<file path="src/rtl/multicycle_control.sv">
// Multicycle MIPS-style control unit: FETCH/DECODE/EXEC/MEM/WB/EXC sequencer.
// Control outputs decode the current state, the latched instruction fields, mem_ready and Zero.
module multicycle_control #(
  parameter int unsigned ALUOP_W = 4,
  parameter int unsigned EXC_EN  = 1
) (
  input  logic               clk,
  input  logic               reset,
  input  logic [5:0]         OpCode,
  input  logic [5:0]         Funct,
  input  logic               mem_ready,
  input  logic               Zero,
  output logic               IRWrite,
  output logic               PCWrite,
  output logic               PCWriteCond,
  output logic               IorD,
  output logic               MemRead,
  output logic               MemWrite,
  output logic               RegWrite,
  output logic [1:0]         PCSrc,
  output logic [1:0]         RegDst,
  output logic [1:0]         MemtoReg,
  output logic               ALUSrc1,
  output logic               ALUSrc2,
  output logic               ExtOp,
  output logic               LuOp,
  output logic [ALUOP_W-1:0] ALUOp,
  output logic               exc,
  output logic [2:0]         state
);

  typedef enum logic [2:0] {
    S_FETCH  = 3'd0,
    S_DECODE = 3'd1,
    S_EXEC   = 3'd2,
    S_MEM    = 3'd3,
    S_WB     = 3'd4,
    S_EXC    = 3'd5
  } state_e;

  localparam logic [5:0] OP_R    = 6'h00;
  localparam logic [5:0] OP_J    = 6'h02;
  localparam logic [5:0] OP_JAL  = 6'h03;
  localparam logic [5:0] OP_BEQ  = 6'h04;
  localparam logic [5:0] OP_SLTI = 6'h0a;
  localparam logic [5:0] OP_SLTU = 6'h0b;
  localparam logic [5:0] OP_ANDI = 6'h0c;
  localparam logic [5:0] OP_LUI  = 6'h0f;
  localparam logic [5:0] OP_LW   = 6'h23;
  localparam logic [5:0] OP_SW   = 6'h2b;
  localparam logic [5:0] FN_JR   = 6'h08;
  localparam logic [5:0] FN_JALR = 6'h09;

  state_e     state_q, state_d;
  logic [5:0] op_q, op_d;
  logic [5:0] funct_q, funct_d;
  logic [3:0] alu_op;

  function automatic logic is_legal(input logic [5:0] op);
    case (op)
      6'h00, 6'h02, 6'h03, 6'h04, 6'h08, 6'h09, 6'h0a, 6'h0b,
      6'h0c, 6'h0f, 6'h23, 6'h2b: is_legal = 1'b1;
      default:                    is_legal = 1'b0;
    endcase
  endfunction

  always_ff @(posedge clk) begin
    if (reset) begin
      state_q <= S_FETCH;
      op_q    <= 6'd0;
      funct_q <= 6'd0;
    end else begin
      state_q <= state_d;
      op_q    <= op_d;
      funct_q <= funct_d;
    end
  end

  always_comb begin
    state_d     = state_q;
    op_d        = op_q;
    funct_d     = funct_q;
    IRWrite     = 1'b0;
    PCWrite     = 1'b0;
    PCWriteCond = 1'b0;
    IorD        = 1'b0;
    MemRead     = 1'b0;
    MemWrite    = 1'b0;
    RegWrite    = 1'b0;
    PCSrc       = 2'b00;
    RegDst      = 2'b00;
    MemtoReg    = 2'b00;
    ALUSrc1     = 1'b0;
    ALUSrc2     = 1'b0;
    ExtOp       = 1'b0;
    LuOp        = 1'b0;
    alu_op      = 4'b0000;
    exc         = 1'b0;
    state       = 3'd0;

    // Reset masks every output; the register block handles the state itself.
    if (!reset) begin
      state = 3'(state_q);
      case (state_q)
        S_FETCH: begin
          MemRead = 1'b1;
          if (mem_ready) begin
            IRWrite = 1'b1;
            PCWrite = 1'b1;
            state_d = S_DECODE;
          end
        end
        S_DECODE: begin
          op_d    = OpCode;
          funct_d = Funct;
          if (is_legal(OpCode)) state_d = S_EXEC;
          else                  state_d = (EXC_EN != 0) ? S_EXC : S_FETCH;
        end
        S_EXEC: begin
          alu_op[3] = op_q[0];
          case (op_q)
            OP_R: begin
              if (funct_q == FN_JR || funct_q == FN_JALR) begin
                PCWrite = 1'b1;
                PCSrc   = 2'b10;
                state_d = S_FETCH;
                if (funct_q == FN_JALR) begin
                  RegWrite = 1'b1;
                  RegDst   = 2'b01;
                  MemtoReg = 2'b10;
                end
              end else begin
                alu_op[2:0] = 3'b010;
                ALUSrc1     = (funct_q == 6'h00) || (funct_q == 6'h02) || (funct_q == 6'h03);
                state_d     = S_WB;
              end
            end
            OP_J, OP_JAL: begin
              PCWrite = 1'b1;
              PCSrc   = 2'b01;
              state_d = S_FETCH;
              if (op_q == OP_JAL) begin
                RegWrite = 1'b1;
                RegDst   = 2'b10;
                MemtoReg = 2'b10;
              end
            end
            OP_BEQ: begin
              alu_op[2:0] = 3'b001;
              PCWriteCond = 1'b1;
              PCWrite     = Zero;
              state_d     = S_FETCH;
            end
            default: begin
              // Only legal I-type ALU ops and lw/sw reach here.
              ALUSrc2 = 1'b1;
              ExtOp   = (op_q != OP_ANDI);
              LuOp    = (op_q == OP_LUI);
              if (op_q == OP_ANDI)                         alu_op[2:0] = 3'b100;
              else if (op_q == OP_SLTI || op_q == OP_SLTU) alu_op[2:0] = 3'b101;
              else                                         alu_op[2:0] = 3'b000;
              state_d = (op_q == OP_LW || op_q == OP_SW) ? S_MEM : S_WB;
            end
          endcase
        end
        S_MEM: begin
          IorD = 1'b1;
          if (op_q == OP_SW) MemWrite = 1'b1;
          else               MemRead  = 1'b1;
          if (mem_ready) state_d = (op_q == OP_SW) ? S_FETCH : S_WB;
        end
        S_WB: begin
          RegWrite = 1'b1;
          RegDst   = (op_q == OP_R) ? 2'b01 : 2'b00;
          MemtoReg = (op_q == OP_LW) ? 2'b01 : 2'b00;
          state_d  = S_FETCH;
        end
        S_EXC: begin
          exc     = 1'b1;
          PCWrite = 1'b1;
          PCSrc   = 2'b11;
          state_d = S_FETCH;
        end
        default: begin
          state_d = S_FETCH;
        end
      endcase
    end
  end

  assign ALUOp = ALUOP_W'(alu_op);

endmodule

</file>
<file path="config.mk">
export PLATFORM = sky130hd
export DESIGN_NAME = multicycle_control
export DESIGN_NICKNAME = d
export VERILOG_FILES = /design/src/rtl/multicycle_control.sv
export SDC_FILE = /design/constraint.sdc
export NUM_CORES = 1
export LEC_CHECK = 0
export BUFFER_PORTS_ARGS = -buffer_cell sky130_fd_sc_hd__buf_2
export CORE_ASPECT_RATIO = 1.2
export CORE_MARGIN = 2
export CORE_UTILIZATION = 50
export DETAILED_ROUTE_END_ITERATION = 12
export PLACE_DENSITY_LB_ADDON = 0.12
export SLEW_MARGIN = 20
export SYNTH_ARGS = -nofsm -noshare
export SYNTH_HDL_FRONTEND = slang
export SYNTH_SLANG_ARGS = --single-unit
</file>
<file path="constraint.sdc">
create_clock -name clk -period 3 [get_ports clk]
set_input_delay 0 -clock clk [delete_from_list [all_inputs] [get_ports clk]]
set_output_delay 0 -clock clk [all_outputs]
set_load 0.005 [all_outputs]
</file>
Word-level counts from Yosys, hierarchy flattened
Cells that the tools add are included.

cells by class
  reductions and logical operators = 14
  muxes and demuxes = 74
  equality and inequality tests = 32

operator list
  operator              number
  $eq A6 B4 Y1 const B  12
  $mux W1               41
  $eq A6 B2 Y1 const B  6
  $mux W3               9
  $eq A6 B6 Y1 const B  4
  $pmux W2 S2           6
  $logic_not A6 Y1      3
  $mux W2               8
  $eq A6 B3 Y1 const B  2
  $pmux W3 S4           1
  $reduce_or A12 Y1     1
  $pmux W3 S3           1
  $mux W4               2
  $eq A3 B2 Y1 const B  2
  $eq A3 B3 Y1 const B  2
  $ne A6 B4 Y1 const B  1
  $pmux W1 S2           3
  $pmux W1 S3           2
  $pmux W3 S2           1
  $logic_or A1 B1 Y1    5
  $ne A2 B2 Y1 const B  2
  $reduce_or A4 Y1      1
  $eq A3 B1 Y1 const B  1
  $logic_not A3 Y1      1
  3 further kinds       3

word-level totals
  word-level logic and storage cells = 123
  output and inout port bits = 25
  register bits = 15
  input port bits = 16

Logic depth before layout (Yosys ltp)
Gate-level depths: netlist (run 1).

  depth after elaboration = 7
  gate-level depth with buffers = 6
  mapped depth without buffers = 4

Worst setup path before layout (run 1)
Ideal clock, no wire load.

  kind = register -> register
  start = reg op_q[1]
  end = reg state_q[2]
  library setup time = 0.117 ns
  setup slack = 1.568 ns
  required time = 2.883 ns
  period minus slack after synthesis = 1.432 ns
  data arrival time = 1.315 ns
  path buffers = 1
  stages on the path, launching flop included = 6
  cells stage by stage = dfxtp_1 > buf_6 > or2_4 > a2111oi_4 > o21ai_1 > a32o_1

between the ends
  cells in the longest elaborated chain, start to end = 5
  elaborated cells between the ends (all ways) = 13
  classes of those cells = 5 x eq/ne; 5 x mux; 3 x reduce/logical

ends and longest elaborated chain
  item                                    line      text
  from (decl)                             55        logic [5:0] op_q, op_d;
  from (signal assigned)                  74        op_q <= op_d;
  $eq A6 B6 Y1, on equally long branches  162, 170
  $logic_or A1 B1 Y1                      162       state_d = (op_q == OP_LW || op_q == OP_SW) ? S_MEM : S_WB;
  $mux W3                                 162
  $pmux W3 S2                             121       case (op_q)
  $pmux W3 S4 *                           104       case (state_q)
  to (signal assigned)                    73        state_q <= state_d;
  to (decl)                               54        state_e state_q, state_d;

Mark *: on every way between the ends. The rest lies on a longest branch, timed or not. The select of a mux whose other input is x is not followed.
A chain may end at the register's enable or synchronous reset.

Worst setup path in the final report (run 1)
  start = reg state_q[1]
  end = out ALUSrc1

between the ends
  cells in the longest elaborated chain, start to end = 3

ends and longest elaborated chain
  item          line  text
  $eq A3 B2 Y1  104
  $mux W1       104
  $mux W1       102   if (!reset) begin
  to (decl)     23    output logic ALUSrc1,

Every way passes these cells.

==> flow_summary.json, run 1 <==
{
  "run_status": "complete, no violations",
  "path_buf_inv": 1,
  "ys.warnings.count": 0,
  "grt_max_degree": 21,
  "whs_ns": 0.00893,
  "drt_iter0_drc": 16,
  "ir_drop_v": 0.000416,
  "critPathArrivalTime_ns": 2.02,
  "synth_area_leaders": "dfxtp_1 (27%), mux2i_1 (10%), nor2_1 (9.5%)",
  "required_ns": 3.00,
  "drv_cap": 0,
  "core_sq_um": 2070,
  "period_needed_ns": 2.02,
  "holdPathStages": 3,
  "gp_routability_congestion": 0.896,
  "clkTransAtPathRegs_ns": 0.08,
  "synth_edf_count": 0,
  "cp_max_fo": 15,
  "dpl_cell_area_sq_um": 1290,
  "hold_path_end": "op_q[1]",
  "cts_made_buffers": 3,
  "fin_util_pct": 67.3,
  "end_kind": "output port",
  "hpwl_um": 2120,
  "vias": 1165,
  "power.leakage_uw": 0.000622,
  "area_growth_pct": 26.6,
  "synth_commonest_cells": "nor2_1 (28), dfxtp_1 (15), mux2i_1 (11), nand2_1 (9)",
  "cts_sinks": 15,
  "async_flop_share_pct": 0,
  "rsz0062_at_grt": "no",
  "finalCritPeriodShare_pct": 67.5,
  "clockBufferDepth": 2,
  "netlist_area_sq_um": 1100,
  "hold_viol_final": 0,
  "syn_area_per_cell_sq_um": 7.87,
  "dieArea_sq_um": 2600,
  "multi_input_area_sq_um": 728,
  "antenna_cells": 0,
  "setup_slack_ns": 0.976,
  "drv_slew": 0,
  "max_freq_mhz": 494,
  "crit_type": "register to output port",
  "ctsResizeCount": 0,
  "fin_nets": 201,
  "seq_area_frac_synth_pct": 27.2,
  "worst_pin_slew_ns": 0.431,
  "routedWlPerCell_um": 12.9,
  "wl_um": 2760,
  "p_per_area_nw_per_um2": 389,
  "synth_top_cell_area_share_pct": 27.2,
  "initial_utilization_pct": 53.2,
  "r2r_end": "state_q[2]",
  "cts_root_buffer": "clkbuf_4",
  "critical_path.top_delay_family": "simple AND/OR/NAND/NOR gates",
  "yosysUniqueCellTypes": 45,
  "crit_chain": "and2b_1, nor3b_2, nand2_1, a2111oi_0, buf_2",
  "worstHoldStart": "OpCode[1]",
  "place_ws_ns": 1.29,
  "ant_nets": 0,
  "grt_use_total_pct": 22.7,
  "drc": 0,
  "synthCells": 140,
  "portBuffers": 40,
  "insertion_delay_ns": 0.27,
  "fin_setup_tns_ns": 0,
  "cts_max_level": 1,
  "fin_area_sq_um": 1400,
  "synth_largest_area_cell": "dfxtp_1",
  "synth-seq-cells": 15,
  "cp_num_cells": 5,
  "antenna_found_initial": 0,
  "r2r_slack_ns": 1.40,
  "start_kind": "register",
  "grt_pass1_wl_um": 4530,
  "yosysMostFrequentCell": "nor2_1",
  "fill_cells": 196,
  "drt-vias-per-instance": 5.44,
  "ctsHoldBuffers": 8,
  "final-seq-area_sq_um": 300,
  "cpPeakStageDelay_ns": 0.59,
  "drive_above_1_share_pct": 29.3,
  "hold_class": "input port to register",
  "first_pass_iters": 4,
  "synth_ff_type": "dfxtp_1",
  "setup_violations": 0,
  "reg2reg_from": "op_q[1]",
  "finalClockSkew_ns": 0.00343,
  "slowest_stage": "dfxtp_1",
  "gr-total-overflow": 0,
  "synth_nets": 156,
  "r2r_cells": 4,
  "cts_tree": "yes",
  "postCtsSetupBuffers": 0,
  "fp.dieH_um": 55.4,
  "die_x_um": 46.9,
  "grt_pass1_vias": 1056,
  "boundaryPins": 41,
  "slew_headroom_pct": 71.2,
  "num_rows": 18
}
tightest hold or removal path, delay by kind of cell:
kind / cells / cell delay [ns]
mux: 1 / 0.07
simple gates: 1 / 0.07
buf+inv: 1 / 0.11
state kept, by name, indices dropped and copies added, names as in the netlist:
signal,flops
op_q,6
funct_q,6
state_q,3
power by group:
part	leakage [uW]	switching (uW)	internal (uW)
sequential	0.000123	36.5	218
clock	0.0000150	59.5	51.5
combinational	0.000484	87.8	89.4
total	0.000622	184	359
layout by cell type (no fill, tap or decap), drive strengths merged, types with 5 or more instances in the layout:
master	count
buf	41
nor2	28
dfxtp	15
mux2i	11
nand2	10
dlygate4sd3	8
a21oi	6
nand2b	5
nand3	5
worst max-delay path by stage:
stage               slack, ns         end  startpoint
finish                   0.98     ALUSrc1  state_q[1]
global route             0.75     ALUSrc1  state_q[1]
CTS                      0.98     ALUSrc1  state_q[1]
detailed placement       1.29     ALUSrc1  state_q[1]
global placement         1.38     ALUSrc1  state_q[1]
floorplan                1.57  state_q[2]     op_q[1]
area by class of cell:
cell class,count,area share (%)
Timing Repair Buffer,49,20.6
Clock buffer,4,1.88
Sequential cell,15,21.5
Multi-Input combinational cell,112,52.2
Inverter,4,1.08
Tap cell,30,2.69
routing by layer:
| layer | GRT usage [%] | up-vias | routed length (um) | share of wire [%] |
|---|---|---|---|---|
| met1 | 31.0 | 541 | 1230 | 44 |
| met2 | 35.4 | 35 | 1400 | 51 |
| met5 | 0 | - | 0 | 0 |
| met4 | 7.54 | 0 | 12 | 0.43 |
| li1 | - | 587 | - | - |
| met3 | 3.59 | 2 | 117 | 4.2 |
cells by family after synthesis:
group	count (synthesis)	synth area share (%)
buf+inv	13	6.70
mux	11	9.99
compound gates	28	19.8
flops	15	27.2
simple gates	73	36.3
through the flow:
stage	total power [uW]	instances
after floorplan	384	140
final	542	214
after global routing	581	214
after CTS	547	214
after detailed placement	427	202
after global placement	421	202
Power figures use the tool's default switching activity.
==> inputs of run 2 (changes only) <==
CORE_UTILIZATION = 44   (was 50)
clock period = 1.7 ns   (was 3 ns; I/O delays follow)
==> run 2 against run 1 <==
Net effect:
- the run now ends with negative setup slack left
- clock power grew 77%
- sequential power grew 71%
- worst setup slack lost 1.0 ns
- critical path type unchanged
==> flow_summary.json, run 2 (same netlist as run 1, synthesis figures left out) <==
{
  "slew_headroom_pct": 77.3,
  "dieArea_sq_um": 2920,
  "dpl_cell_area_sq_um": 1340,
  "hpwl_um": 2280,
  "gp_routability_congestion": 0.873,
  "cts_tree": "yes",
  "required_ns": 1.70,
  "worst_pin_slew_ns": 0.340,
  "grt_max_degree": 21,
  "clkTransAtPathRegs_ns": 0.09,
  "crit_chain": "or3_4, nand3b_1, o211ai_1, a32o_1, buf_2",
  "rsz0062_at_grt": "yes",
  "fin_nets": 215,
  "drv_cap": 0,
  "ir_drop_v": 0.000576,
  "portBuffers": 40,
  "fp.dieH_um": 58.8,
  "ant_nets": 0,
  "grt_pass1_wl_um": 4970,
  "wl_um": 3200,
  "insertion_delay_ns": 0.28,
  "cpPeakStageDelay_ns": 0.41,
  "layout_commonest_cell": "buf_2",
  "drt-vias-per-instance": 5.45,
  "finalClockSkew_ns": 0.00881,
  "gr-total-overflow": 0,
  "grt_pass1_vias": 1131,
  "cp_max_fo": 3,
  "drc": 0,
  "setup_violations": 1,
  "cts_max_level": 1,
  "max_freq_mhz": 569,
  "hold_viol_final": 0,
  "start_kind": "register",
  "r2r_slack_ns": 0.08,
  "drive_above_1_share_pct": 44.9,
  "core_sq_um": 2330,
  "setup_slack_ns": -0.0567,
  "fin_area_sq_um": 1580,
  "end_kind": "output port",
  "num_rows": 19,
  "slowest_stage": "or3_4",
  "first_pass_iters": 4,
  "power.leakage_uw": 0.000704,
  "reg_top3": "funct_q (6), op_q (6), state_q (3)",
  "fill_cells": 226,
  "routedWlPerCell_um": 14.0,
  "path_buf_inv": 1,
  "run_status": "finished, violations left",
  "vias": 1247,
  "hold_class": "input port to register",
  "cts_root_buffer": "clkbuf_4",
  "critPathArrivalTime_ns": 1.76,
  "crit_type": "register to output port",
  "p_per_area_nw_per_um2": 657,
  "antenna_found_initial": 0,
  "layout_common_cells": "buf_2 (40), nor2_1 (25), buf_4 (15)",
  "cts_made_buffers": 3,
  "clockBufferDepth": 2,
  "drv_slew": 0,
  "boundaryPins": 41,
  "antenna_cells": 0,
  "area_growth_pct": 43.7,
  "cts_sinks": 15,
  "total_power_uw": 1040,
  "violations": "negative setup slack",
  "finalCritPeriodShare_pct": 103,
  "grt_use_total_pct": 22.3,
  "initial_utilization_pct": 47.3,
  "die_x_um": 49.7,
  "critical_path.top_delay_family": "simple AND/OR/NAND/NOR gates",
  "drt_iter0_drc": 28,
  "period_needed_ns": 1.76
}
-- run 2: changes by cell type in the layout (fill, tap and decap cells not counted), sizes merged --
cell / previous run / this run
buf: 41 / 56
dlygate4sd3: 8 / 7
-- run 2: per-layer routing --
| metal | share of wire (%) | vias to the layer above | wire [um] | global-route usage, % |
|---|---|---|---|---|
| met5 | 0 | - | 0 | 0 |
| met4 | 2.0 | 0 | 63 | 11.9 |
| met3 | 3.7 | 7 | 118 | 2.28 |
| met2 | 53 | 38 | 1680 | 40.8 |
| met1 | 42 | 584 | 1340 | 25.4 |
| li1 | - | 618 | - | - |
-- run 2: worst paths after layout --
check	endpoint	cells past startpoint	start
hold reg to reg	funct_q[2]	2	funct_q[2]
setup reg to reg	state_q[2]	6	funct_q[2]
setup / recovery	PCWrite	5	funct_q[2]
hold / removal	op_q[0]	3	OpCode[0]
-- run 2: worst register-to-register path, cell delays in order, from the launching register on --
cell and delay, ns:
dfxtp_2 0.33, or3_4 0.41, nor3b_4 0.24, buf_4 0.15, buf_4 0.09, o21ai_1 0.07, a32o_1 0.23
-- run 2: power by group --
| part | internal [uW] | total [uW] | switching [uW] |
|---|---|---|---|
| sequential | 387 | 435 | 47.7 |
| combinational | 205 | 409 | 204 |
| clock | 91.0 | 197 | 106 |
| total | 683 | 1040 | 358 |
-- run 2: layout make-up --
type / instances / area [sq um] / share of cell area (%)
multi-input cells: 112 / 795 / 50.2
repair buffers: 63 / 394 / 24.9
flip-flops and latches: 15 / 315 / 19.9
well taps: 31 / 38.8 / 2.45
clock buffers: 4 / 26.3 / 1.66
inverters: 4 / 15.0 / 0.948
-- run 2: timing repair --
item | CTS | global route
setup endpoints to repair | 8 | 14
cloned | 0 | 0
pin swaps | 2 | 7
buffers inserted | 4 | 4
endpoints found under the hold margin | 7 | 0
gates resized for setup | 3 | 26
hold buffers | 7 | 0
-- run 2: stage by stage --
step	setup TNS (ns)	setup slack, ns	utilization, %	cells	hold WS [ns]
floorplan	0	0.268	-	140	0.139
global placement	0	0.204	57.6	210	0.233
detailed placement	0	0.173	57.6	210	0.238
CTS	0	0.00274	63.4	225	0.00619
global route	-0.368	-0.122	68.0	229	0.00814
finish	-0.0567	-0.0567	68.0	229	0.0167
